==> src/rtl/riscv_ctrl_pkg.sv <==
// Shared constants for the RV32I control path: opcodes, FSM states,
// ALU command codes and datapath mux selects.
package riscv_ctrl_pkg;

    localparam logic [6:0] OP_R     = 7'b0110011;
    localparam logic [6:0] OP_I     = 7'b0010011;
    localparam logic [6:0] OP_LUI   = 7'b0110111;
    localparam logic [6:0] OP_AUIPC = 7'b0010111;
    localparam logic [6:0] OP_JAL   = 7'b1101111;
    localparam logic [6:0] OP_JALR  = 7'b1100111;
    localparam logic [6:0] OP_BR    = 7'b1100011;
    localparam logic [6:0] OP_LOAD  = 7'b0000011;
    localparam logic [6:0] OP_STORE = 7'b0100011;

    localparam logic [3:0] S_FETCH    = 4'd0;
    localparam logic [3:0] S_DECODE   = 4'd1;
    localparam logic [3:0] S_EX_R     = 4'd2;
    localparam logic [3:0] S_EX_I     = 4'd3;
    localparam logic [3:0] S_EX_U     = 4'd4;
    localparam logic [3:0] S_EX_JAL   = 4'd5;
    localparam logic [3:0] S_EX_JALR  = 4'd6;
    localparam logic [3:0] S_EX_BR    = 4'd7;
    localparam logic [3:0] S_MEM_ADDR = 4'd8;
    localparam logic [3:0] S_MEM_RD   = 4'd9;
    localparam logic [3:0] S_MEM_WR   = 4'd10;
    localparam logic [3:0] S_WB_ALU   = 4'd11;
    localparam logic [3:0] S_WB_MEM   = 4'd12;
    localparam logic [3:0] S_TRAP     = 4'd13;

    localparam logic [3:0] ALU_ADD     = 4'b0000;
    localparam logic [3:0] ALU_SUB     = 4'b0001;
    localparam logic [3:0] ALU_PASS_B  = 4'b0101;
    localparam logic [3:0] ALU_I_FUNCT = 4'b0110;
    localparam logic [3:0] ALU_R_FUNCT = 4'b0111;

    localparam logic [1:0] PC_ALU    = 2'b00;
    localparam logic [1:0] PC_ALUOUT = 2'b01;
    localparam logic [1:0] PC_JALR   = 2'b10;

    localparam logic [1:0] A_PC     = 2'b00;
    localparam logic [1:0] A_RS1    = 2'b01;
    localparam logic [1:0] A_OLD_PC = 2'b10;
    localparam logic [1:0] A_ZERO   = 2'b11;

    localparam logic [1:0] B_RS2  = 2'b00;
    localparam logic [1:0] B_IMM  = 2'b01;
    localparam logic [1:0] B_FOUR = 2'b10;

    localparam logic [1:0] WB_ALUOUT = 2'b00;
    localparam logic [1:0] WB_MDR    = 2'b01;
    localparam logic [1:0] WB_PC4    = 2'b10;

    function automatic logic [3:0] decode_next(input logic [6:0] op);
        case (op)
            OP_R:              decode_next = S_EX_R;
            OP_I:              decode_next = S_EX_I;
            OP_LUI, OP_AUIPC:  decode_next = S_EX_U;
            OP_JAL:            decode_next = S_EX_JAL;
            OP_JALR:           decode_next = S_EX_JALR;
            OP_BR:             decode_next = S_EX_BR;
            OP_LOAD, OP_STORE: decode_next = S_MEM_ADDR;
            default:           decode_next = S_TRAP;
        endcase
    endfunction

endpackage

==> src/rtl/multicycle_control_branch.sv <==
// Branch condition from SUB flags; flags unsupported funct3 codes.
module branch_resolve (
    input  logic [2:0] funct3,
    input  logic       alu_zero,
    input  logic       alu_lt,
    output logic       taken,
    output logic       illegal
);

    always_comb begin
        taken   = 1'b0;
        illegal = 1'b0;
        case (funct3)
            3'b000:  taken = alu_zero;
            3'b001:  taken = ~alu_zero;
            3'b100:  taken = alu_lt;
            3'b101:  taken = ~alu_lt;
            default: illegal = 1'b1;
        endcase
    end

endmodule

==> src/rtl/multicycle_control.sv <==
// Multi-cycle RV32I sequencer: FSM driving a shared ALU and unified
// memory, with a memory-wait watchdog that traps on timeout.
module multicycle_control
    import riscv_ctrl_pkg::*;
#(
    parameter int MEM_TIMEOUT = 16,
    parameter int CNT_W       = 5
) (
    input  logic       clk,
    input  logic       reset,
    input  logic [6:0] op,
    input  logic [2:0] funct3,
    input  logic       alu_zero,
    input  logic       alu_lt,
    input  logic       mem_ready,
    output logic       mem_req,
    output logic       mem_we,
    output logic       addr_sel,
    output logic       ir_write,
    output logic       pc_write,
    output logic [1:0] pc_src,
    output logic [1:0] alu_src_a,
    output logic [1:0] alu_src_b,
    output logic [3:0] aluop,
    output logic       reg_write,
    output logic [1:0] wb_src,
    output logic       trap
);

    logic [3:0]       state;
    logic [3:0]       state_nx;
    logic             live;
    logic [CNT_W-1:0] wdog;
    logic             waiting;
    logic             timeout;
    logic             br_taken;
    logic             br_bad;

    branch_resolve u_br (
        .funct3   (funct3),
        .alu_zero (alu_zero),
        .alu_lt   (alu_lt),
        .taken    (br_taken),
        .illegal  (br_bad)
    );

    assign waiting = live && !mem_ready &&
                     (state == S_FETCH || state == S_MEM_RD || state == S_MEM_WR);
    assign timeout = waiting && (wdog == CNT_W'(MEM_TIMEOUT - 1));

    // live holds outputs quiet for the cycle after reset so a pending request drops
    always_ff @(posedge clk) begin
        if (reset) begin
            state <= S_FETCH;
            live  <= 1'b0;
            wdog  <= '0;
        end else begin
            live  <= 1'b1;
            state <= state_nx;
            if (state_nx != state)
                wdog <= '0;
            else if (waiting)
                wdog <= wdog + 1'b1;
        end
    end

    always_comb begin
        state_nx  = state;
        mem_req   = 1'b0;
        mem_we    = 1'b0;
        addr_sel  = 1'b0;
        ir_write  = 1'b0;
        pc_write  = 1'b0;
        pc_src    = PC_ALU;
        alu_src_a = A_PC;
        alu_src_b = B_RS2;
        aluop     = ALU_ADD;
        reg_write = 1'b0;
        wb_src    = WB_ALUOUT;
        trap      = 1'b0;
        if (live) begin
            case (state)
                S_FETCH: begin
                    mem_req   = 1'b1;
                    alu_src_a = A_PC;
                    alu_src_b = B_FOUR;
                    if (mem_ready) begin
                        ir_write = 1'b1;
                        pc_write = 1'b1;
                        state_nx = S_DECODE;
                    end else if (timeout) begin
                        state_nx = S_TRAP;
                    end
                end
                S_DECODE: begin
                    alu_src_a = A_OLD_PC;
                    alu_src_b = B_IMM;
                    state_nx  = decode_next(op);
                end
                S_EX_R: begin
                    alu_src_a = A_RS1;
                    aluop     = ALU_R_FUNCT;
                    state_nx  = S_WB_ALU;
                end
                S_EX_I: begin
                    alu_src_a = A_RS1;
                    alu_src_b = B_IMM;
                    aluop     = ALU_I_FUNCT;
                    state_nx  = S_WB_ALU;
                end
                S_EX_U: begin
                    alu_src_a = (op == OP_LUI) ? A_ZERO : A_OLD_PC;
                    alu_src_b = B_IMM;
                    state_nx  = S_WB_ALU;
                end
                S_EX_JAL: begin
                    reg_write = 1'b1;
                    wb_src    = WB_PC4;
                    pc_write  = 1'b1;
                    pc_src    = PC_ALUOUT;
                    state_nx  = S_FETCH;
                end
                S_EX_JALR: begin
                    alu_src_a = A_RS1;
                    alu_src_b = B_IMM;
                    reg_write = 1'b1;
                    wb_src    = WB_PC4;
                    pc_write  = 1'b1;
                    pc_src    = PC_JALR;
                    state_nx  = S_FETCH;
                end
                S_EX_BR: begin
                    alu_src_a = A_RS1;
                    alu_src_b = B_RS2;
                    aluop     = ALU_SUB;
                    pc_src    = PC_ALUOUT;
                    pc_write  = br_taken && !br_bad;
                    state_nx  = br_bad ? S_TRAP : S_FETCH;
                end
                S_MEM_ADDR: begin
                    alu_src_a = A_RS1;
                    alu_src_b = B_IMM;
                    state_nx  = (op == OP_LOAD) ? S_MEM_RD : S_MEM_WR;
                end
                S_MEM_RD: begin
                    mem_req  = 1'b1;
                    addr_sel = 1'b1;
                    if (mem_ready)
                        state_nx = S_WB_MEM;
                    else if (timeout)
                        state_nx = S_TRAP;
                end
                S_MEM_WR: begin
                    mem_req  = 1'b1;
                    mem_we   = 1'b1;
                    addr_sel = 1'b1;
                    if (mem_ready)
                        state_nx = S_FETCH;
                    else if (timeout)
                        state_nx = S_TRAP;
                end
                S_WB_ALU: begin
                    reg_write = 1'b1;
                    wb_src    = WB_ALUOUT;
                    state_nx  = S_FETCH;
                end
                S_WB_MEM: begin
                    reg_write = 1'b1;
                    wb_src    = WB_MDR;
                    state_nx  = S_FETCH;
                end
                S_TRAP: begin
                    trap = 1'b1;
                end
                default: begin
                    state_nx = S_TRAP;
                end
            endcase
        end
    end

endmodule

==> config.mk <==
export PLATFORM = sky130hd
export DESIGN_NAME = multicycle_control
export DESIGN_NICKNAME = d
export VERILOG_FILES = /design/src/rtl/riscv_ctrl_pkg.sv /design/src/rtl/multicycle_control_branch.sv /design/src/rtl/multicycle_control.sv
export SDC_FILE = /design/constraint.sdc
export NUM_CORES = 1
export LEC_CHECK = 0
export CAP_MARGIN = 15
export CORE_ASPECT_RATIO = 2
export CORE_MARGIN = 2
export CORE_UTILIZATION = 35
export DETAILED_ROUTE_END_ITERATION = 10
export GPL_ROUTABILITY_DRIVEN = 0
export MAX_ROUTING_LAYER = met4
export PLACE_DENSITY = 0.66
export SETUP_SLACK_MARGIN = 0.3
export SLEW_MARGIN = 40
export SYNTH_ARGS = -nofsm -noshare
export SYNTH_HDL_FRONTEND = slang
export SYNTH_SLANG_ARGS = --single-unit
==> constraint.sdc <==
create_clock -name clk -period 2.91 [get_ports clk]
set_input_delay 0.4365 -clock clk [delete_from_list [all_inputs] [get_ports clk]]
set_output_delay 0.4365 -clock clk [all_outputs]
set_load 0.005 [all_outputs]
==> results of run 1 <==
-- worst max-delay path, delay by kind of cell --
kind / cells / cell delay (ns)
buf+inv: 2 / 0.91
compound gates: 2 / 0.34
xor+xnor: 1 / 0.18
mux: 1 / 0.21
-- cells by family after synthesis --
family / share of synthesized area
other: 0.00308
AND/OR/NAND/NOR: 0.407
AO/OA/AOI/OAI: 0.261
buffers and inverters: 0.0699
multiplexers: 0.0247
XOR/XNOR: 0.0493
flip-flops: 0.164
adder cells (fa/ha/maj): 0.0206
-- stage by stage --
stage / util / power [mW]
after floorplan: - / 0.329
after global placement: 0.463 / 0.423
after detailed placement: 0.463 / 0.426
after CTS: 0.478 / 0.566
after global routing: 0.479 / 0.603
final: 0.479 / 0.562
-- timing repair --
action,CTS,global route
setup endpoints to repair,2,4
gates resized for setup,2,3
pin swaps,0,1
-- layout make-up --
cell class                      instances  area share
Multi-Input combinational cell        137       0.580
Timing Repair Buffer                   39       0.232
Sequential cell                        10       0.126
Clock buffer                            3      0.0255
Tap cell                               32      0.0247
Inverter                                5      0.0116
-- cells in the final DEF, fill, tap and decap left out, types with 2 or more instances in the layout --
cell type / netlist / routed
nor3_1: 11 / 11
clkbuf_8: 0 / 3
nor4b_1: 3 / 3
a21oi_1: 5 / 5
nor3b_1: 2 / 2
nand2b_1: 5 / 5
o211ai_1: 4 / 4
or2_2: 4 / 4
o21ai_0: 9 / 9
xnor2_1: 2 / 2
nor3_2: 2 / 2
inv_1: 5 / 5
a311oi_1: 2 / 2
ha_1: 2 / 2
mux2i_1: 3 / 3
dfxtp_1: 10 / 7
buf_4: 4 / 7
and3_1: 5 / 5
nand3_1: 3 / 3
and2_1: 3 / 3
nand3b_1: 3 / 3
clkdlybuf4s50_1: 0 / 31
nand4_1: 2 / 2
dfxtp_2: 0 / 3
and3b_1: 2 / 2
a31oi_1: 2 / 2
o2111ai_1: 2 / 2
a211oi_1: 3 / 3
xor2_1: 3 / 3
nor2_1: 16 / 16
o21a_1: 3 / 3
nand2_1: 9 / 9
nor2b_1: 9 / 9
-- routing by layer --
metal	global-route usage	vias up	wire, µm
li1	-	666	-
met1	0.203	636	1240
met2	0.365	47	2090
met3	0.0124	19	95
met4	0.130	0	214
met5	-	-	0
-- flip-flops by register name, indices dropped and copies added, names as in the netlist --
signal and flops:
live 1, wdog 5, state 4
-- how the worst max path moves through the flow --
stage | start | end | depth (start not counted)
after global routing | funct3[2] | pc_write | 6
after global placement | op[6] | alu_src_a[0] | 5
after floorplan | wdog[0] | wdog[2] | 8
after CTS | op[6] | alu_src_a[0] | 5
final | funct3[2] | pc_write | 6
after detailed placement | op[6] | alu_src_a[0] | 5
-- report_power, final --
part           leakage, nW  switching (mW)  internal [mW]
Combinational        0.502           0.128          0.125
Sequential          0.0827          0.0261          0.147
Clock               0.0216          0.0459         0.0899
Total                0.606           0.200          0.362
==> flow_summary.toml, run 1 <==
[drt]
avgViaCountPerCell = 6.05
drc = 0
avgRoutedWirePerCell_um = 16.1
dr.pass1.iters = 4
antenna_left = 0
num_vias = 1368
drtIter0Drc = 28
routed_wl_mm = 3.64

[clocking]
clock_latency_ns = 0.23
postCtsSetupRepairBufs = 0
ctsHtreeMaxLevel = 1
cts_root_buf = "clkbuf_8"
clockBufferDepth = 2
cts_tree = "yes"
cts-hold-fix-buffers = 0
cts-buffers-inserted = 3
cts.sinks = 10
path_clk_slew_ns = 0.04

[critical_path]
cp_cell_sequence = "clkdlybuf4s50_1 > mux2i_1 > xor2_1 > o211ai_1 > a41o_1 > clkdlybuf4s50_1"
rrSetupSlack_ns = 0.69
cp.required_ns = 2.47
arrival_ns = 2.08
crit_fanout = 1
reg2reg_to = "wdog[2]"
worstSetupPathType = "in2out"
crit_path_end_kind = "primary output"
slowest_stage = "clkdlybuf4s50_1"
crit_top_cell = "clkdlybuf4s50_1"
r2r_cells = 7
cpPeakStageDelay_ns = 0.47
start_kind = "input pin"
r2r-start = "live"

[logic_synthesis]
syn_area_per_cell_um2 = 7.42
ys_dominant_reg_cell = "dfxtp_1"
synth_top_cell_area_share = 0.164
syn_nets = 181
yosys.cell_count.top_type = "nor2_1"
synthTopCellsByCount = "nor2_1, nor3_1, dfxtp_1"
synth_top_area_cell = "dfxtp_1"
synthTopCellsByArea = "dfxtp_1, nor2_1, nor2b_1"
synth_async_sr_flop_share = 0
synth-edff-count = 0
synth_seq_cells = 10
syn_inst = 164
yosysWarnings = 0
ys_types = 50
ys_seq_area_frac = 0.164
netlist_area_um2 = 1220

[min_path]
worstHoldPathType = "reg2reg"
hold_end = "wdog[4]"
whs_path_depth = 2
hp-start = "wdog[4]"

[global_routing]
grt_pass1_vias = 1361
grt_pass1_wl_mm = 6.11
track_usage = 0.206
grt_max_degree = 21
grt-ovfl-total = 0
antenna_found_initial = 0

[timing]
worst_slack_ns = 0.392
setup-violations-final = 0
slew-limit-headroom = 0.615
holdWs_ns = 0.553
period_needed_ns = 2.52
period_share = 0.865
tns_ns = 0
fmax_ghz = 0.397
skew_ns = 0.00236
slew_violations = 0
max_slew.worst_pin.slew_ns = 0.570
hold_violations = 0
rsz0062_at_grt = "false"

[floorplan]
start_util = 0.360
dieArea_um2 = 3990
row_count = 30
coreArea_um2 = 3380
die_width_um = 45.7
fp.dieH_um = 87.4
num_io_pins = 34

[cells_and_area]
seq_area_um2 = 204
fin_cells = 226
syn_to_final_growth_pct = 33.0
final_cell_area_um2 = 1620
nNetsFinal = 213
drive_gt1_frac = 0.134
n_fill_cell = 351
multi_input_area_um2 = 940
diodes = 0

[power]
power.density_nw_per_um2 = 347
peakVddDrop_mv = 0.250
p_leak_nw = 0.606

[run]
maxCapViolations = 0

[placement]
placed_cell_area_um2 = 1560
dp_cells = 223
hpwl_mm = 2.99
place_worst_setup_slack_ns = 0.235
portBuffers = 32

[outcome]
outcome = "finished clean"
Note: power is estimated with default switching activity, not from simulation.
==> run 2: changes to the inputs <==
--- a/config.mk
+++ b/config.mk
@@ -7,7 +7,6 @@
 export LEC_CHECK = 0
 export CAP_MARGIN = 15
 export CORE_ASPECT_RATIO = 2
-export CORE_MARGIN = 2
 export CORE_UTILIZATION = 35
 export DETAILED_ROUTE_END_ITERATION = 10
 export GPL_ROUTABILITY_DRIVEN = 0
==> run 2 against run 1 <==
Net effect: the run now ends with design-rule violations left; critical path depth unchanged; register-to-register slack worse by 0.12 ns; via count up 1.2%; critical path type unchanged; critical endpoint unchanged; largest cell class unchanged; largest power group unchanged.
==> flow_summary.toml, run 2 (synthesis results as in run 1) <==
[floorplan]
dieArea_um2 = 3730
start_util = 0.364
num_io_pins = 34
fp.dieH_um = 85.4
row_count = 30
die_width_um = 43.7
coreArea_um2 = 3340

[clocking]
clock_latency_ns = 0.24
cts-buffers-inserted = 3
cts.sinks = 10
cts_root_buf = "clkbuf_8"
cts-hold-fix-buffers = 0
postCtsSetupRepairBufs = 0
path_clk_slew_ns = 0.05
cts_tree = "yes"
clockBufferDepth = 2
ctsHtreeMaxLevel = 1

[power]
seqPwrFrac = 0.288
p_leak_nw = 0.607
switchingPower_mw = 0.214
power.density_nw_per_um2 = 372
peakVddDrop_mv = 0.285
combinationalPowerShare = 0.423
switching_share = 0.355
pwr-share-clk = 0.289
p_int_mw = 0.390
p_total_mw = 0.604

[drt]
avgRoutedWirePerCell_um = 16.6
num_vias = 1384
avgViaCountPerCell = 6.12
antenna_left = 0
drc = 2
dr.pass1.iters = 7
drtIter0Drc = 45
routed_wl_mm = 3.76

[cells_and_area]
final_cell_mix = "clkdlybuf4s50_1, nor2_1, nor3_1"
top_register = "wdog"
final_common_cell = "clkdlybuf4s50_1"
reg_top3 = "wdog x5, state x4, live x1"
nNetsFinal = 212
syn_to_final_growth_pct = 33.4
diodes = 0
largest_reg_flops = 5
drive_gt1_frac = 0.129

[outcome]
outcome = "finished, violations left"
violations = "design-rule violations"

[critical_path]
crit_buf_inv = 2
worstSetupPathType = "in2out"
crit_path_end_kind = "primary output"
cp_cell_sequence = "clkdlybuf4s50_1 > mux2i_1 > xor2_1 > o211ai_1 > a41o_1 > clkdlybuf4s50_1"
slowest_stage = "clkdlybuf4s50_1"
cp.required_ns = 2.47
cpPeakStageDelay_ns = 0.47
arrival_ns = 2.08
path_delay_family = "buffers and inverters"
rrSetupSlack_ns = 0.57
crit_fanout = 1
start_kind = "input pin"
crit_top_cell = "clkdlybuf4s50_1"

[timing]
slew_violations = 0
period_share = 0.865
fmax_ghz = 0.397
skew_ns = 0.00264
period_needed_ns = 2.52
hold_violations = 0
rsz0062_at_grt = "false"
setup-violations-final = 0
tns_ns = 0

[global_routing]
track_usage = 0.221
grt_max_degree = 22
grt_pass1_vias = 1396
antenna_found_initial = 0
grt_pass1_wl_mm = 6.16
grt-ovfl-total = 0

[min_path]
worstHoldPathType = "reg2reg"

[run]
maxCapViolations = 0

[placement]
portBuffers = 32
hpwl_mm = 3.10
run 2: layout make-up:
class | count | area, µm²
timing repair buffer | 38 | 368
tap | 32 | 40.0
sequential | 10 | 203
inverter | 5 | 18.8
fill | 324 | 1720
clock buffer | 4 | 55.1
multi-input combinational | 137 | 940
run 2: worst register-to-register path: cells and delay by family, from the launching register on:
| kind | cells | cell delay [ns] |
|---|---|---|
| flip-flops | 1 | 0.60 |
| buffers and inverters | 1 | 0.24 |
| AO/OA/AOI/OAI | 1 | 0.42 |
| AND/OR/NAND/NOR | 5 | 1.00 |
run 2: timing repair:
item                       in CTS  in global routing
resized for setup               2                  2
cloned                          0                  0
setup endpoints to repair       3                  1
pin swaps                       0                  1
run 2: path summary, 6_finish.rpt:
path / from / end / cells past startpoint
hold / removal: wdog[4] / wdog[4] / 2
hold reg to reg: wdog[4] / wdog[4] / 2
setup reg to reg: state[0] / wdog[3] / 7
setup / recovery: funct3[2] / pc_write / 6
run 2: routing by layer:
layer / GRT usage / vias to the layer above / routed length, µm
li1: - / 666 / -
met5: - / - / 0
met1: 0.214 / 646 / 1280
met2: 0.393 / 52 / 2160
met3: 0.0170 / 20 / 118
met4: 0.148 / 0 / 204
run 2: metrics by stage:
step            util  hold WS [ns]  cell area (µm²)  setup WS (ns)  cells
3_3_place_gp   0.466         0.524             1560          0.339    222
2_1_floorplan      -         0.493             1220          0.904    164
6_report       0.486         0.560             1620          0.394    226
3_5_place_dp   0.466         0.554             1560          0.262    222
4_1_cts        0.483         0.566             1610          0.328    226
5_1_grt        0.486         0.579             1620          0.323    226
run 2: power by group through the flow:
stage	clock [mW]	sequential (mW)	combinational (mW)
after global placement	0	0.175	0.249
after detailed placement	0	0.175	0.253
after floorplan	0	0.154	0.175
final	0.174	0.174	0.256
after CTS	0.179	0.173	0.254
after global routing	0.185	0.177	0.278
